[src/rtl/hazard_fwd_unit.sv]
// Hazard detection and operand-forwarding control for a 5-stage RV32I pipeline.
// Tracks {rd, op class} of the instructions in EX and MEM, derives load-use
// stalls, branch flushes, forwarding selects and a saturating stall counter.
module hazard_fwd_unit #(
   parameter int CNT_W = 32
) (
   input  logic             clk,
   input  logic             rst,
   input  logic [4:0]       rs1_addr,
   input  logic [4:0]       rs2_addr,
   input  logic [4:0]       rd_addr,
   input  logic             rs1use,
   input  logic             rs2use,
   input  logic [1:0]       hazard_optype,
   input  logic             branch_taken,
   output logic             PC_EN_IF,
   output logic             reg_FD_EN,
   output logic             reg_FD_flush,
   output logic             reg_DE_flush,
   output logic [1:0]       forward_ctrl_A,
   output logic [1:0]       forward_ctrl_B,
   output logic             forward_ctrl_ls,
   output logic [CNT_W-1:0] stall_cnt
);

   typedef enum logic [1:0] {
      OP_NONE  = 2'b00,
      OP_ALU   = 2'b01,
      OP_LOAD  = 2'b10,
      OP_STORE = 2'b11
   } optype_t;

   typedef enum logic [1:0] {
      FWD_RF      = 2'b00,
      FWD_EX_ALU  = 2'b01,
      FWD_MEM_ALU = 2'b10,
      FWD_MEM_LD  = 2'b11
   } fwd_t;

   // The WB stage is not stored: the register file resolves WB-to-ID reads
   // by writing in the first half-cycle, so nothing downstream consumes it.
   logic [4:0] rd_ex, rd_mem;
   optype_t    op_ex, op_mem;
   logic       ls_ex, ls_mem;

   optype_t    op_id;
   logic       ld_m1, ld_m2;
   logic       load_use;
   logic       sal_id;
   fwd_t       fwd_a, fwd_b;

   assign op_id = optype_t'(hazard_optype);

   function automatic logic writes(input optype_t op);
      return (op == OP_ALU) || (op == OP_LOAD);
   endfunction

   // Nearest stage wins; a load in EX blocks forwarding from MEM because
   // that case is either stalled or handled by the store-data path.
   function automatic fwd_t fwd_sel(input logic [4:0] rs, input logic use_rs,
                                    input logic [4:0] r_ex, input optype_t o_ex,
                                    input logic [4:0] r_mem, input optype_t o_mem);
      fwd_t sel;
      sel = FWD_RF;
      if (use_rs && (rs != 5'd0)) begin
         if ((rs == r_ex) && writes(o_ex)) begin
            sel = (o_ex == OP_ALU) ? FWD_EX_ALU : FWD_RF;
         end else if ((rs == r_mem) && writes(o_mem)) begin
            sel = (o_mem == OP_ALU) ? FWD_MEM_ALU : FWD_MEM_LD;
         end
      end
      return sel;
   endfunction

   // Load-use detection with the store-data exception.
   always_comb begin
      ld_m1    = (op_ex == OP_LOAD) && (rd_ex != 5'd0) && rs1use && (rs1_addr == rd_ex);
      ld_m2    = (op_ex == OP_LOAD) && (rd_ex != 5'd0) && rs2use && (rs2_addr == rd_ex);
      sal_id   = (op_id == OP_STORE) && ld_m2 && !ld_m1;
      load_use = (ld_m1 || ld_m2) && !sal_id && rst;
      fwd_a    = fwd_sel(rs1_addr, rs1use, rd_ex, op_ex, rd_mem, op_mem);
      fwd_b    = fwd_sel(rs2_addr, rs2use, rd_ex, op_ex, rd_mem, op_mem);
   end

   // Pipeline control and forwarding outputs, held at idle values during reset.
   always_comb begin
      PC_EN_IF        = 1'b1;
      reg_FD_EN       = 1'b1;
      reg_FD_flush    = 1'b0;
      reg_DE_flush    = 1'b0;
      forward_ctrl_A  = FWD_RF;
      forward_ctrl_B  = FWD_RF;
      forward_ctrl_ls = 1'b0;
      if (rst) begin
         PC_EN_IF        = !load_use;
         reg_FD_EN       = !load_use;
         reg_DE_flush    = load_use;
         reg_FD_flush    = branch_taken && !load_use;
         forward_ctrl_A  = fwd_a;
         forward_ctrl_B  = fwd_b;
         forward_ctrl_ls = ls_mem;
      end
   end

   // Stage tracking: ID->EX (bubble on stall), EX->MEM.
   always_ff @(posedge clk) begin
      if (!rst) begin
         rd_ex  <= '0;
         op_ex  <= OP_NONE;
         ls_ex  <= 1'b0;
         rd_mem <= '0;
         op_mem <= OP_NONE;
         ls_mem <= 1'b0;
      end else begin
         rd_mem <= rd_ex;
         op_mem <= op_ex;
         ls_mem <= ls_ex;
         if (load_use) begin
            rd_ex <= '0;
            op_ex <= OP_NONE;
            ls_ex <= 1'b0;
         end else begin
            rd_ex <= rd_addr;
            op_ex <= op_id;
            ls_ex <= sal_id;
         end
      end
   end

   // Saturating count of load-use stall cycles.
   always_ff @(posedge clk) begin
      if (!rst) begin
         stall_cnt <= '0;
      end else if (load_use && (stall_cnt != '1)) begin
         stall_cnt <= stall_cnt + 1'b1;
      end
   end

endmodule

[config.mk]
export PLATFORM = sky130hd
export DESIGN_NAME = hazard_fwd_unit
export DESIGN_NICKNAME = d
export VERILOG_FILES = /design/src/rtl/hazard_fwd_unit.sv
export SDC_FILE = /design/constraint.sdc
export NUM_CORES = 1
export LEC_CHECK = 0
export BUFFER_PORTS_ARGS = -buffer_cell sky130_fd_sc_hd__buf_2
export CAP_MARGIN = 20
export CORE_ASPECT_RATIO = 1.4
export CORE_UTILIZATION = 41
export CTS_BUF_LIST = sky130_fd_sc_hd__clkbuf_4
export CTS_CLUSTER_SIZE = 28
export DETAILED_ROUTE_END_ITERATION = 16
export PLACE_DENSITY_LB_ADDON = 0.05
export SKIP_CTS_REPAIR_TIMING = 1
export SKIP_LAST_GASP = 1
export SLEW_MARGIN = 20
export SYNTH_ARGS = -nofsm -noshare
export SYNTH_HDL_FRONTEND = slang
export SYNTH_SLANG_ARGS = --single-unit
[constraint.sdc]
create_clock -name clk -period 5 [get_ports clk]
set_clock_uncertainty 0.15 [all_clocks]
set_input_delay 0.5 -clock clk [delete_from_list [all_inputs] [get_ports clk]]
set_output_delay 0.5 -clock clk [all_outputs]
set_load 0.02 [all_outputs]
==> flow_summary.json, run 1 <==
{
  "cellPowerDensity_nw_per_um2": 228,
  "rsz0062_at_grt": "no",
  "clk_latency_ns": 0.37,
  "synthSimpleGateAreaFrac_pct": 30.5,
  "grt_pass1_vias": 2161,
  "yosys_most_used_dff": "dfxtp_1",
  "syn_avg_cell_area_um2": 8.70,
  "peakVddDrop_v": 0.000127,
  "dpl.cell_count": 416,
  "drt_iter0_markers": 56,
  "mostFrequentLayoutCells": "buf_2, dfxtp_1, or3_1",
  "critical_path.cell_chain": "or4_1 > o21a_1 > and4_4 > a32oi_4 > buf_8 > and3_1 > buf_2",
  "grt-ovfl-total": 0,
  "synth.mux.area_fraction_pct": 1.55,
  "tns_ns": 0,
  "drive_gt1_share_pct": 24.8,
  "track_usage_pct": 19.7,
  "drt_pass1_iterations": 4,
  "ys_top_cells_by_area": "dfxtp_1, or3_1, nand4_1",
  "slowest_delay_ns": 0.55,
  "cts_buffers": 5,
  "antenna_found_initial": 0,
  "fin_cells": 425,
  "vias": 2385,
  "fmaxAchievable_mhz": 289,
  "outcome": "complete, no violations",
  "p_leak_nw": 1.11,
  "synth-xor-area-share_pct": 6.76,
  "syn_to_final_growth_pct": 15.5,
  "routed_via_density": 5.61,
  "fin_crit_sh_pct": 69.3,
  "core-area_um2": 5990,
  "place.gp.congestion": 0.794,
  "fill_cells": 612,
  "die_h_um": 96.1,
  "cp-end-kind": "output port",
  "post-route-util_pct": 50.0,
  "final_common_cell": "buf_2",
  "path_buf_inv": 2,
  "cts_tree": "built",
  "synth_compound_area_share_pct": 17.7,
  "clock_path_buffers": 2,
  "die_w_um": 69.2,
  "h-tree-depth": 2,
  "setup_viol": 0,
  "rows": 33,
  "worstRegToRegCells": 7,
  "synth_top_area_share_pct": 37.1,
  "synth_nets": 324,
  "nets": 380,
  "period_needed_ns": 3.47,
  "cp_slowest_cell": "or4_1",
  "timing.hold.ws_ns": 0.206,
  "wirelength_um": 6360,
  "drv_slew": 0,
  "synth_cells": 298,
  "finalHoldViolCount": 0,
  "dpl.hpwl_um": 4510,
  "synth_cell_types": 41,
  "num_antenna_cells": 0,
  "synth_fa_ha_area_share_pct": 1.93,
  "worstPathRequired_ns": 4.35,
  "synth.cell_area_um2": 2590,
  "synth_edf_count": 0,
  "cts_sinks": 48,
  "die_area_um2": 6650,
  "hold_depth": 2,
  "drc_errors": 0,
  "cap_violations": 0,
  "routedWlPerCell_um": 15.0,
  "root_buffer": "clkbuf_4",
  "synth_top_family_by_area": "simple AND/OR/NAND/NOR gates",
  "ys_async_sr_fraction_pct": 0,
  "ys_seq_area_share_pct": 37.1,
  "arrival_ns": 2.82,
  "relSlewSlack_pct": 41.2,
  "postRouteAntennaNets": 0,
  "holdCritPathClass": "in -> reg",
  "initial_core_util_pct": 43.3,
  "path_delay_family": "simple AND/OR/NAND/NOR gates",
  "synth_area_leader_cell": "dfxtp_1",
  "grt_max_degree": 47,
  "ys_seq_elements": 48,
  "synth_warnings": 0,
  "worst_slew_pin_slew_ns": 0.877,
  "grt_pass1_wl_um": 10400,
  "place.port_buffers": 62,
  "path_max_fanout": 25,
  "critPathKind": "reg -> out",
  "startpoint_type": "flop",
  "cts.clk_slew.worst_paths_ns": 0.14,
  "cp.depth": 7,
  "io_pins": 63
}
==> kinds of logic after synthesis <==
logic type / after synthesis
xor gates and xnor gates: 20
buffers and inverters: 21
adders and majority gates: 4
and+or+nand+nor: 136
DFF: 48
AOI/OAI and AO/OA: 65
muxes: 4
==> state kept, by name, indices dropped and copies added, names as in the netlist <==
signal,count
op_mem,2
ls_ex,1
rd_mem,5
op_ex,2
ls_mem,1
stall_cnt,32
rd_ex,5
==> worst register-to-register path, cell delays in order (launching register included) <==
cell,delay [ns]
dfxtp_1,0.44
ha_1,0.24
nand4_1,0.20
nor4_1,0.59
nand3_1,0.71
nand2b_1,0.48
o21ai_0,0.13
a21oi_1,0.16
==> metrics by stage <==
step,power (mW),cell area [um^2],setup slack (ns)
5_1_grt,0.715,2990,1.38
2_1_floorplan,0.433,2590,2.35
3_3_place_gp,0.455,2900,1.78
4_1_cts,0.696,2980,1.30
3_5_place_dp,0.455,2900,1.74
6_report,0.684,2990,1.53
==> cell usage after synthesis, drive strengths merged (4+ instances only) <==
cell type,count
clkbuf,6
o21ai,22
and2,10
o31ai,6
mux2i,4
a21oi,25
buf,8
nand3,9
or4,8
nor4,5
nand2,18
nor2,11
inv,6
and3,13
ha,4
or3,24
nor3,7
xnor2,13
o211ai,4
xor2,7
nand4,20
dfxtp,48
nand2b,5
==> per-layer routing <==
layer	share of wire [%]	vias to the layer above	routed length, um	global-route usage [%]
li1	-	1219	-	-
met1	43	1100	2720	22.8
met2	52	61	3320	37.5
met3	3.9	5	251	3.04
met4	1.2	0	78	5.61
met5	0	-	0	0
==> path summary, 6_finish.rpt <==
| path | from | to | slack (ns) |
|---|---|---|---|
| max | rd_ex[1]$_SDFF_PP0_ | reg_FD_flush | 1.53 |
| min | rd_addr[2] | rd_ex[2]$_SDFF_PP0_ | 0.21 |
| max reg2reg | stall_cnt[0]$_SDFFE_PN0P_ | stall_cnt[7]$_SDFFE_PN0P_ | 1.83 |
| min reg2reg | ls_ex$_SDFF_PP0_ | ls_mem$_SDFF_PN0_ | 0.30 |
==> power by group <==
part	total (mW)	internal (mW)	switching (mW)
Clock	0.239	0.110	0.128
Sequential	0.393	0.388	0.00479
Combinational	0.0526	0.0229	0.0297
==> final cells by class <==
class	count	area, um^2	area share (%)
clock inverter	2	35.0	1.17
timing repair buffer	63	325	10.9
clock buffer	6	45.0	1.50
sequential	48	961	32.1
tap	70	87.6	2.93
multi-input combinational	229	1510	50.6
inverter	7	26.3	0.878
(Power assumes the default switching activity.)
==> run 2, diff against run 1 <==
Clock period 5 ns to 2.9 ns, I/O delays scaled along.
==> flow_summary.json, run 2 (synthesis gave the netlist of run 1 again) <==
{
  "outcome": "complete, no violations",
  "fmaxAchievable_mhz": 365,
  "track_usage_pct": 19.6,
  "vias": 2440,
  "initial_core_util_pct": 43.3,
  "top_register": "stall_cnt",
  "cts_tree": "built",
  "num_antenna_cells": 0,
  "period_needed_ns": 2.74,
  "cap_violations": 0,
  "nets": 395,
  "stdcell_area_um2": 3090,
  "place.gp.congestion": 0.767,
  "largest_reg_flops": 32,
  "cellPowerDensity_nw_per_um2": 353,
  "largestRegisters": "stall_cnt: 32 flops, rd_ex: 5 flops, rd_mem: 5 flops",
  "slowest_delay_ns": 0.54,
  "core-area_um2": 5990,
  "drive_gt1_share_pct": 26.2,
  "fin_crit_sh_pct": 94.5,
  "routed_via_density": 5.55,
  "cts_buffers": 5,
  "drc_errors": 0,
  "setup_viol": 0,
  "cts.clk_slew.worst_paths_ns": 0.15,
  "relSlewSlack_pct": 63.6,
  "clk_latency_ns": 0.36,
  "startpoint_type": "flop",
  "p_leak_nw": 1.15,
  "mostFrequentLayoutCells": "buf_2, dfxtp_1, or3_1",
  "grt-ovfl-total": 0,
  "cp_slowest_cell": "or4_1",
  "arrival_ns": 2.30,
  "postRouteAntennaNets": 0,
  "io_pins": 63,
  "routedWlPerCell_um": 14.6,
  "tns_ns": 0,
  "cts_sinks": 48,
  "drt_iter0_markers": 58,
  "grt_pass1_vias": 2159,
  "critical_path.cell_chain": "or4_1 > o21a_1 > and4_4 > a32oi_4 > buf_2",
  "h-tree-depth": 2,
  "final_common_cell": "buf_2",
  "setup_slack_ns": 0.160,
  "place.port_buffers": 62,
  "die_w_um": 69.2,
  "place_area_um2": 2950,
  "syn_to_final_growth_pct": 19.2,
  "dpl.hpwl_um": 4680,
  "root_buffer": "clkbuf_4",
  "die_h_um": 96.1,
  "worstPathRequired_ns": 2.46,
  "grt_max_degree": 31,
  "antenna_found_initial": 0,
  "worst_slew_pin_slew_ns": 0.541,
  "rsz0062_at_grt": "no",
  "path_max_fanout": 8,
  "drt_pass1_iterations": 4,
  "critPathKind": "reg -> out",
  "holdCritPathClass": "in -> reg",
  "clock_path_buffers": 2,
  "dpl_worst_slack_ns": 0.339,
  "finalHoldViolCount": 0,
  "p_total_mw": 1.09,
  "die_area_um2": 6650,
  "cp-end-kind": "output port",
  "wirelength_um": 6420,
  "drv_slew": 0,
  "grt_pass1_wl_um": 10500,
  "rows": 33,
  "peakVddDrop_v": 0.000230,
  "timing.hold.ws_ns": 0.0279
}
run 2: final timing paths:
kind                                                   end           startpoint  depth (start not counted)  slack (ns)
worst max-delay path                             reg_FD_EN  rd_ex[1]$_SDFF_PP0_                          5        0.16
worst min register to register           ls_mem$_SDFF_PN0_     ls_ex$_SDFF_PP0_                          1        0.30
worst max register to register  stall_cnt[26]$_SDFFE_PN0P_  rd_ex[4]$_SDFF_PP0_                          8        0.33
worst min-delay path                      ls_ex$_SDFF_PP0_     hazard_optype[0]                          2        0.03
run 2: area by class of cell:
class | instances | area [um^2]
Timing Repair Buffer | 78 | 443
Fill cell | 608 | 2900
Multi-Input combinational cell | 229 | 1510
Clock buffer | 5 | 37.5
Inverter | 7 | 26.3
Tap cell | 70 | 87.6
Clock inverter | 3 | 18.8
Sequential cell | 48 | 961
run 2: worst max-delay path, delay by kind of cell, from the launching register on:
kind	cells	cell delay [ns]
flip-flops	1	0.37
AND/OR/NAND/NOR	2	0.77
buffers and inverters	1	0.23
AO/OA/AOI/OAI	2	0.56
run 2: per-stage QoR:
step | util (%) | std cells
floorplan | - | 298
finish | 51.6 | 440
global placement | 49.3 | 423
detailed placement | 49.3 | 423
CTS | 50.2 | 431
global route | 51.6 | 440
run 2: report_power, final:
| part | internal, mW | switching [mW] | leakage, nW |
|---|---|---|---|
| sequential | 0.669 | 0.00858 | 0.390 |
| combinational | 0.0457 | 0.0532 | 0.740 |
| clock | 0.0917 | 0.222 | 0.0249 |
run 2: layer usage:
metal,share of wire (%),track usage [%],up-vias
met2,50,33.7,49
met5,0,0,-
met1,46,25.0,1137
met4,1.9,6.63,0
met3,3.1,3.25,10
li1,-,-,1244
==> run 3, diff against run 2 <==
Settings changed: CTS_BUF_LIST sky130_fd_sc_hd__clkbuf_4 to sky130_fd_sc_hd__clkbuf_4 sky130_fd_sc_hd__clkbuf_8 sky130_fd_sc_hd__clkbuf_16, PLACE_DENSITY from default to 0.66, PLACE_DENSITY_LB_ADDON 0.05 to default, TNS_END_PERCENT from default to 5.
==> flow_summary.json, run 3 (synthesis gave the netlist of run 1 again) <==
{
  "outcome": "complete, no violations",
  "clock_path_buffers": 2,
  "setup_viol": 0,
  "dpl.hpwl_um": 4660,
  "routed_via_density": 5.65,
  "fin_crit_sh_pct": 97.3,
  "dpl_worst_slack_ns": 0.288,
  "core-area_um2": 5990,
  "clk_latency_ns": 0.31,
  "die_w_um": 69.2,
  "track_usage_pct": 19.2,
  "period_needed_ns": 2.82,
  "slowest_delay_ns": 0.54,
  "path_buf_inv": 1,
  "antenna_found_initial": 0,
  "drt_iter0_markers": 62,
  "relSlewSlack_pct": 70.6,
  "path_delay_family": "simple AND/OR/NAND/NOR gates",
  "routedWlPerCell_um": 14.8,
  "grt-ovfl-total": 0,
  "rsz0062_at_grt": "yes",
  "die_h_um": 96.1,
  "rows": 33,
  "cts_sinks": 48,
  "drive_gt1_share_pct": 27.0,
  "fmaxAchievable_mhz": 354,
  "met1_length_um": 2770,
  "num_antenna_cells": 0,
  "syn_to_final_growth_pct": 20.5,
  "top_register": "stall_cnt",
  "wirelength_um": 6460,
  "grt_pass1_wl_um": 10200,
  "critical_path.cell_chain": "or4_1 > o21a_1 > and4_4 > a32oi_4 > and3_1 > buf_2",
  "place.port_buffers": 62,
  "cts_buffers": 5,
  "path_max_fanout": 13,
  "drc_errors": 0,
  "cp_slowest_cell": "or4_1",
  "worstPathRequired_ns": 2.46,
  "nets": 391,
  "top_layer_used": "met4",
  "grt_pass1_vias": 2214,
  "fill_cells": 596,
  "cts.clk_slew.worst_paths_ns": 0.10,
  "initial_core_util_pct": 43.3,
  "worst_slew_pin_slew_ns": 0.440,
  "cts_tree": "built",
  "finalHoldViolCount": 0,
  "holdCritPathClass": "in -> reg",
  "route.met2.wl_um": 3340,
  "cp-end-kind": "output port",
  "wl_met3_um": 203,
  "p_leak_nw": 1.18,
  "drt_pass1_iterations": 4,
  "h-tree-depth": 2,
  "final_common_cell": "buf_2",
  "largest_reg_flops": 32,
  "die_area_um2": 6650,
  "io_pins": 63,
  "place_area_um2": 2950,
  "grt_max_degree": 25,
  "vias": 2465,
  "startpoint_type": "flop",
  "root_buffer": "clkbuf_8",
  "stdcell_area_um2": 3120,
  "place.gp.congestion": 0.802,
  "cap_violations": 0,
  "cellPowerDensity_nw_per_um2": 414,
  "postRouteAntennaNets": 0,
  "mostFrequentLayoutCells": "buf_2, dfxtp_1, or3_1",
  "peakVddDrop_v": 0.000222,
  "critPathKind": "reg -> out",
  "setup_slack_ns": 0.0769,
  "largestRegisters": "stall_cnt: 32 flops, rd_ex: 5 flops, rd_mem: 5 flops",
  "arrival_ns": 2.38,
  "drv_slew": 0
}
run 3: changes by cell type in the layout (fill, tap and decap cells not counted), moves of 2 or more:
cell,before,now
clkbuf_4,5,0
clkbuf_8,0,6
clkinvlp_4,2,0
dlygate4sd3_1,5,0
run 3: power by group:
group	total (mW)	switching, mW	internal, mW
clock network	0.522	0.239	0.282
registers	0.677	0.00851	0.668
logic	0.0945	0.0530	0.0415
run 3: layout make-up:
class	count	area, um^2	area share [%]
tap	70	87.6	2.80
sequential	48	961	30.8
inverter	7	26.3	0.841
clock inverter	2	38.8	1.24
clock buffer	6	82.6	2.64
multi-input combinational	229	1510	48.5
timing repair buffer	74	413	13.2
run 3: metal layers:
metal	vias up	global-route usage, %
li1	1243	-
met1	1154	22.0
met2	57	35.5
met3	11	2.93
met4	0	8.16
met5	-	0
run 3: worst paths after layout:
path         slack (ns)                start  cells after the start                        end
max                0.08  rd_ex[1]$_SDFF_PP0_                      6               reg_FD_flush
min                0.07           rd_addr[4]                      2        rd_ex[4]$_SDFF_PP0_
max reg2reg        0.39  rd_ex[1]$_SDFF_PP0_                      7  stall_cnt[9]$_SDFFE_PN0P_
min reg2reg        0.29     ls_ex$_SDFF_PP0_                      1          ls_mem$_SDFF_PN0_
run 3: stage by stage:
stage / TNS, ns / total power [mW] / utilization [%] / hold WS, ns / std cells
after detailed placement: 0 / 0.785 / 49.3 / 0.275 / 423
after floorplan: 0 / 0.747 / - / 0.262 / 298
final: 0 / 1.29 / 52.2 / 0.0669 / 436
after CTS: -0.0458 / 1.30 / 51.3 / 0.0673 / 431
after global placement: 0 / 0.784 / 49.3 / 0.271 / 423
after global routing: -0.00177 / 1.34 / 52.2 / 0.0691 / 436
